File: src/rtl/mem_port_arbiter.sv
// ============================================================================
// mem_port_arbiter : shares one single-ported sync memory between fetch and
// data ports. Optional perf counters enabled by ARB_PERF_CNT_EN. Rev 1.0
// ============================================================================
`default_nettype none

module mem_port_arbiter #(
    parameter int AW         = 32,
    parameter int DW         = 32,
    parameter int MEM_LAT    = 1,
    parameter int STARVE_MAX = 4
) (
    input  logic            clk,
    input  logic            reset,
    input  logic            if_req,
    input  logic [AW-1:0]   if_addr,
    output logic            if_ack,
    output logic [DW-1:0]   if_rdata,
    input  logic            dm_req,
    input  logic            dm_we,
    input  logic [DW/8-1:0] dm_be,
    input  logic [AW-1:0]   dm_addr,
    input  logic [DW-1:0]   dm_wdata,
    output logic            dm_ack,
    output logic [DW-1:0]   dm_rdata,
    output logic            mem_en,
    output logic            mem_we,
    output logic [DW/8-1:0] mem_be,
    output logic [AW-1:0]   mem_addr,
    output logic [DW-1:0]   mem_wdata,
    input  logic [DW-1:0]   mem_rdata
`ifdef ARB_PERF_CNT_EN
    ,
    output logic [31:0]     perf_if_wait,
    output logic [31:0]     perf_dm_wait
`endif
);

    localparam int LW = (MEM_LAT > 1) ? $clog2(MEM_LAT + 1) : 1;
    localparam int SW = (STARVE_MAX > 1) ? $clog2(STARVE_MAX + 1) : 1;
    localparam logic [LW-1:0] LAT_LAST   = LW'(MEM_LAT);
    localparam logic [SW-1:0] STARVE_TOP = SW'(STARVE_MAX);

    typedef enum logic [1:0] {
        IDLE    = 2'd0,
        BUSY_IF = 2'd1,
        BUSY_DM = 2'd2
    } state_t;

    state_t          state_q, state_d;
    logic [LW-1:0]   lat_q, lat_d;
    logic [SW-1:0]   starve_q, starve_d;
    logic            issue_if, issue_dm, capture;

    logic            mem_en_q, mem_we_q;
    logic [DW/8-1:0] mem_be_q;
    logic [AW-1:0]   mem_addr_q;
    logic [DW-1:0]   mem_wdata_q;
    logic            if_ack_q, dm_ack_q;
    logic [DW-1:0]   if_rdata_q, dm_rdata_q;

    always_comb begin
        state_d  = state_q;
        lat_d    = lat_q;
        starve_d = starve_q;
        issue_if = 1'b0;
        issue_dm = 1'b0;
        capture  = 1'b0;
        case (state_q)
            IDLE: begin
                lat_d = '0;
                if (dm_req && !(if_req && starve_q == STARVE_TOP)) begin
                    issue_dm = 1'b1;
                    state_d  = BUSY_DM;
                end else if (if_req) begin
                    issue_if = 1'b1;
                    state_d  = BUSY_IF;
                end
                if (issue_if || !if_req)
                    starve_d = '0;
                else if (issue_dm && starve_q != STARVE_TOP)
                    starve_d = starve_q + 1'b1;
            end
            BUSY_IF, BUSY_DM: begin
                // Memory data is valid in the MEM_LAT-th cycle after the strobe.
                if (lat_q == LAT_LAST) begin
                    capture = 1'b1;
                    state_d = IDLE;
                end else begin
                    lat_d = lat_q + 1'b1;
                end
            end
            default: state_d = IDLE;
        endcase
    end

    always_ff @(posedge clk or posedge reset) begin
        if (reset) begin
            state_q     <= IDLE;
            lat_q       <= '0;
            starve_q    <= '0;
            mem_en_q    <= 1'b0;
            mem_we_q    <= 1'b0;
            mem_be_q    <= '0;
            mem_addr_q  <= '0;
            mem_wdata_q <= '0;
            if_ack_q    <= 1'b0;
            dm_ack_q    <= 1'b0;
            if_rdata_q  <= '0;
            dm_rdata_q  <= '0;
        end else begin
            state_q  <= state_d;
            lat_q    <= lat_d;
            starve_q <= starve_d;
            mem_en_q <= issue_if | issue_dm;
            if (issue_dm) begin
                mem_we_q    <= dm_we;
                mem_be_q    <= dm_we ? dm_be : '1;
                mem_addr_q  <= dm_addr;
                mem_wdata_q <= dm_wdata;
            end else if (issue_if) begin
                mem_we_q    <= 1'b0;
                mem_be_q    <= '1;
                mem_addr_q  <= if_addr;
                mem_wdata_q <= '0;
            end
            if_ack_q <= capture && (state_q == BUSY_IF);
            dm_ack_q <= capture && (state_q == BUSY_DM);
            if (capture && state_q == BUSY_IF)
                if_rdata_q <= mem_rdata;
            if (capture && state_q == BUSY_DM)
                dm_rdata_q <= mem_we_q ? '0 : mem_rdata;
        end
    end

    assign mem_en    = mem_en_q;
    assign mem_we    = mem_we_q;
    assign mem_be    = mem_be_q;
    assign mem_addr  = mem_addr_q;
    assign mem_wdata = mem_wdata_q;
    assign if_ack    = if_ack_q;
    assign dm_ack    = dm_ack_q;
    assign if_rdata  = if_rdata_q;
    assign dm_rdata  = dm_rdata_q;

`ifdef ARB_PERF_CNT_EN
    logic [31:0] perf_if_q, perf_dm_q;

    always_ff @(posedge clk or posedge reset) begin
        if (reset) begin
            perf_if_q <= '0;
            perf_dm_q <= '0;
        end else begin
            if (if_req && !if_ack_q && perf_if_q != 32'hFFFF_FFFF)
                perf_if_q <= perf_if_q + 32'd1;
            if (dm_req && !dm_ack_q && perf_dm_q != 32'hFFFF_FFFF)
                perf_dm_q <= perf_dm_q + 32'd1;
        end
    end

    assign perf_if_wait = perf_if_q;
    assign perf_dm_wait = perf_dm_q;
`endif

endmodule

`default_nettype wire

File: config.mk
export PLATFORM = sky130hd
export DESIGN_NAME = mem_port_arbiter
export DESIGN_NICKNAME = d
export VERILOG_FILES = /design/src/rtl/mem_port_arbiter.sv
export SDC_FILE = /design/constraint.sdc
export NUM_CORES = 1
export LEC_CHECK = 0
export ABC_AREA = 1
export BUFFER_PORTS_ARGS = -buffer_cell sky130_fd_sc_hd__buf_2
export CAP_MARGIN = 10
export CORE_MARGIN = 5
export CORE_UTILIZATION = 43
export CTS_CLUSTER_SIZE = 12
export DETAILED_ROUTE_END_ITERATION = 7
export HOLD_SLACK_MARGIN = 0.15
export PLACE_DENSITY_LB_ADDON = 0.08
export SKIP_CTS_REPAIR_TIMING = 1
export SYNTH_ARGS = -nofsm -noshare
export SYNTH_HDL_FRONTEND = slang
export SYNTH_SLANG_ARGS = --single-unit
File: constraint.sdc
create_clock -name clk -period 3.9 [get_ports clk]
set_clock_uncertainty 0.1 [all_clocks]
set_input_delay 0.195 -clock clk [delete_from_list [all_inputs] [get_ports clk]]
set_output_delay 0.195 -clock clk [all_outputs]
set_load 0.1 [all_outputs]
; ---- Yosys cells after proc, flatten, opt, wreduce, memory -nomap -nowiden
; Cells that the tools add are included.
[totals]
reg_bits = 142
inputBits = 137
output_inout_bits = 136
wordCells = 63
[classes]
n_addsub = 2
n_eq_ne = 6
n_mux = 27
bitwise_logic = 1
reduce_logical = 15
[op_table]
columns = operator, n
row1 = $mux 32, 5
row2 = $mux 1, 12
row3 = $mux 4, 3
row4 = $mux 2, 3
row5 = $mux 3, 2
row6 = $ne 3x3->1 const B, 2
row7 = $reduce_bool 2->1, 3
row8 = $logic_and 1x1->1, 5
row9 = $pmux 2 s2, 1
row10 = $reduce_and 2->1, 2
row11 = $add 3x1->3 const B, 1
row12 = $eq 3x3->1 const B, 1
row13 = $eq 2x1->1 const B, 1
row14 = $eq 2x2->1 const B, 1
row15 = $logic_not 1->1, 2
row16 = $logic_not 2->1, 1
row17 = $ne 2x2->1 const B, 1
row18 = $pmux 1 s2, 1
row19 = $reduce_or 2->1, 1
row20 = $add 1x1->1 const B, 1
row21 = $logic_or 1x1->1, 1
row22 = $or 1x1->1, 1

; ---- Depth between registers and ports, before layout
[depth]
depth_word = 9
depth_mapped = 11

; ---- Worst setup path after synthesis
; Ideal clock, no wire load.
[synth_timing]
path_type = register to register
from = register mem_we_q (netlist: mem_we)
to = register dm_rdata_q[10] (netlist: dm_rdata[10])
setup_ns = 0.122
t_arrival_ns = 1.506
required_ns = 3.678
path_slack_ns = 2.172
path_stages_with_launch = 5
period_less_slack_ns = 1.728
path_cell_list = dfrtp_1 -> inv_1 -> clkbuf_1 -> nand3_1 -> nand2_1
[synth_via]
elab_chain_cells = 1
[synth_rtl]
columns = item, line
row1 = start: declaration, 55  ; logic mem_en_q, mem_we_q;
row2 = start signal: assignment, 117  ; mem_we_q <= dm_we;
row3 = $mux 32, 132  ; dm_rdata_q <= mem_we_q ? '0 : mem_rdata;
row4 = end signal: assignment, 132
row5 = end: declaration, 60  ; logic [DW-1:0] if_rdata_q, dm_rdata_q;
; No other way between the ends.
; A chain may end at the register's enable or synchronous reset.

; ---- Final worst setup path
[layout_timing]
from = register state_q[0]
to = register mem_addr_q[19] (netlist: mem_addr[19])
[layout_via]
elab_chain_cells = 3
word_cells_on_any_way = 5
[layout_rtl]
columns = item, line
row1 = start: declaration, 50  ; state_t state_q, state_d;
row2 = start signal: assignment, 112  ; state_q <= state_d;
row3 = $logic_not 2->1 (*), 69  ; case (state_q)
row4 = $mux 1, 69
row5 = $mux 32 or $reduce_bool 2->1 (tied branches), n/a
row6 = end signal: assignment, 119  ; mem_addr_q <= dm_addr;
row7 = end signal: assignment, 124  ; mem_addr_q <= if_addr;
row8 = end: declaration, 57  ; logic [AW-1:0] mem_addr_q;
; Every way passes the cells marked *; elsewhere a longest branch is shown, timed or not.

==> results.py <==
metrics = {
    "clock_tree": {
        "clockBufferDepth": 2,
        "numCtsBuffers": 17,
        "insertion_delay_ns": 0.41,
        "cts_max_level": 4,
        "path_clk_slew_ns": 0.05,
        "cts_sinks": 142,
        "cts_tree": "done",
        "clock-root-buffer": "clkbuf_16",
    },
    "drt": {
        "drt-initial-drc-count": 369,
        "ant_nets": 0,
        "wirelength_um": 19700,
        "dr.pass1.iters": 7,
        "vias": 6468,
        "vias_per_cell": 4.60,
        "drc": 0,
        "wl_per_cell_um": 14.0,
    },
    "cells_and_area": {
        "nets": 1351,
        "syn_to_final_growth_pct": 52.1,
        "final_common_cell": "nand2_1",
        "fill_cells": 1222,
        "drive_gt1_share_pct": 27.5,
        "layout_common_cells": "383 x nand2_1, 272 x buf_2, 142 x dfrtp_1",
        "fin_util_pct": 67.1,
    },
    "synthesis": {
        "synthTopCellsByArea": "dfrtp_1 55%, nand2_1 22%, inv_1 5.7%, nand3_1 5.1%, o21ai_0 2.7%",
        "ys_seq_area_share_pct": 55.2,
        "synth_area_per_cell_um2": 7.85,
        "synth_top_area_share_pct": 55.2,
        "ys_types": 21,
        "synth_top_cell_by_area": "dfrtp_1",
        "ys_seq_elements": 142,
        "netlist_area_um2": 6440,
        "synthCells": 820,
        "synthFlopType": "dfrtp_1",
        "synth-edff-count": 0,
        "synth_fp_nets": 963,
        "synth_warnings": 0,
        "synth-async-reset-ratio_pct": 100,
    },
    "setup_path": {
        "crit_path_cell_trace": "inv_1, ha_1, nand2_2, inv_2, nand2_1, inv_1, nand2_1, dlygate4sd3_1, nand2_1",
        "cp-end-kind": "register",
        "path_common_cell": "nand2_1",
        "r2r_cells": 9,
        "reg2reg_from": "state_q[0]",
        "crit_required_ns": 4.15,
        "crit_arrival_ns": 2.81,
        "cp_top_family": "buffers and inverters",
        "crit_buf_inv": 4,
        "crit_slowest_cell": "dlygate4sd3_1",
        "rrSetupSlack_ns": 1.34,
        "timing.rr.end": "mem_addr[19]",
        "cp_slowest_stage_delay_ns": 0.57,
        "critical_path.max_fanout": 39,
        "critPathKind": "reg2reg",
        "worstSetupStartpointType": "register",
    },
    "sta": {
        "report.final.slew_viol_count": 0,
        "tns_ns": 0,
        "post-route-min-period_ns": 2.56,
        "max_freq_ghz": 0.391,
        "worstMarginPinSlew_ns": 1.09,
        "slew_headroom_pct": 27.3,
        "final-hold-violation-count": 0,
        "rsz0062_at_grt": "no",
        "period_share_pct": 65.5,
        "setup-violations-final": 0,
    },
    "placement": {
        "hpwl_um": 12400,
        "place.gp.congestion": 0.804,
        "io_buffers": 272,
    },
    "die": {
        "die_area_um2": 17500,
        "die_x_um": 132,
        "io_pins": 273,
        "rows": 44,
        "core_um2": 14600,
        "die_y_um": 132,
        "initial_utilization_pct": 44.1,
    },
    "hold_path": {
        "min_path_type": "in2reg",
        "whs_endpoint": "mem_addr[26]",
        "hold_start": "dm_addr[26]",
        "worst_hold_path.num_cells": 7,
    },
    "grt": {
        "grt_overflow_total": 0,
        "grt_pass1_vias": 5886,
        "grt_pass1_wl_um": 29400,
        "track_usage_pct": 20.4,
        "grt_max_degree": 143,
        "antenna_found_initial": 1,
    },
    "outcome": {
        "status": "finished, final reports clean",
    },
    "run": {
        "maxCapViolCount": 0,
    },
}
[layout make-up]
type / count / area (um^2) / share of cell area [%]
Antenna cell: 1 / 2.50 / 0.0256
Inverter: 111 / 420 / 4.30
Timing Repair Buffer: 412 / 2760 / 28.2
Sequential cell: 142 / 3550 / 36.3
Tap cell: 184 / 230 / 2.35
Clock inverter: 10 / 139 / 1.42
Clock buffer: 21 / 450 / 4.60
Multi-Input combinational cell: 524 / 2230 / 22.8
[sequential cells by signal, indices dropped and copies added (netlist names)]
signal,count
dm_ack,1
dm_rdata,32
if_ack,1
if_rdata,32
lat_q,1
mem_addr,32
mem_be,4
mem_en,1
mem_wdata,32
mem_we,1
starve_q,3
state_q,2
[routing by layer]
layer | global-route usage (%) | vias up | share of wire [%]
met5 | 0 | - | 0
met4 | 7.75 | 0 | 2.3
met3 | 6.68 | 27 | 7.0
met2 | 32.9 | 215 | 50
met1 | 25.5 | 2995 | 41
li1 | - | 3231 | -
[cell families after synthesis]
kind of cell / Yosys count / synth area share [%]
multiplexers: 1 / 0.155
AO/OA/AOI/OAI: 42 / 3.28
AND/OR/NAND/NOR: 474 / 29.9
XOR/XNOR: 1 / 0.136
adder cells (fa/ha/maj): 6 / 1.17
flip-flops: 142 / 55.2
buffers and inverters: 154 / 10.2
[worst max path at each step]
stage	startpoint	endpoint	slack (ns)	depth (start not counted)
floorplan	reset	dm_ack	1.83	1
finish	state_q[0]	mem_addr[19]	1.34	9
global route	state_q[1]	mem_addr[19]	1.12	9
CTS	starve_q[0]	mem_wdata[2]	1.40	7
global placement	starve_q[0]	mem_be[1]	1.47	6
detailed placement	starve_q[0]	mem_wdata[29]	1.43	7
[synth_stat cells, types with 2 or more instances]
library cell	count
dfrtp_1	142
buf_2	24
nand2_2	12
nand3_1	66
inv_1	97
a21oi_1	6
nand3_4	2
o21ai_0	35
nor2_1	9
buf_4	2
buf_6	3
ha_1	6
clkbuf_1	13
nand2_1	383
inv_2	14
[worst reg2reg max path: cells and delay by family, from the launching register on]
family / cells / cell delay (ns)
adder cells (fa/ha/maj): 1 / 0.35
buffers and inverters: 4 / 1.29
AND/OR/NAND/NOR: 4 / 0.34
flip-flops: 1 / 0.41
[through the flow]
stage                     hold slack, ns  std cells  area, um^2  worst slack [ns]
final                             0.0759       1405        9790              1.34
after global routing               0.154       1405        9790              1.12
after CTS                         -0.145       1269        8430              1.40
after detailed placement           0.292       1238        7850              1.43
after global placement             0.289       1238        7850              1.47
after floorplan                    0.205        820        6440              1.83
Power is left out: the tool's default activity adds up to more than one toggle a clock period on the data nets, which glitch-free logic cannot reach.
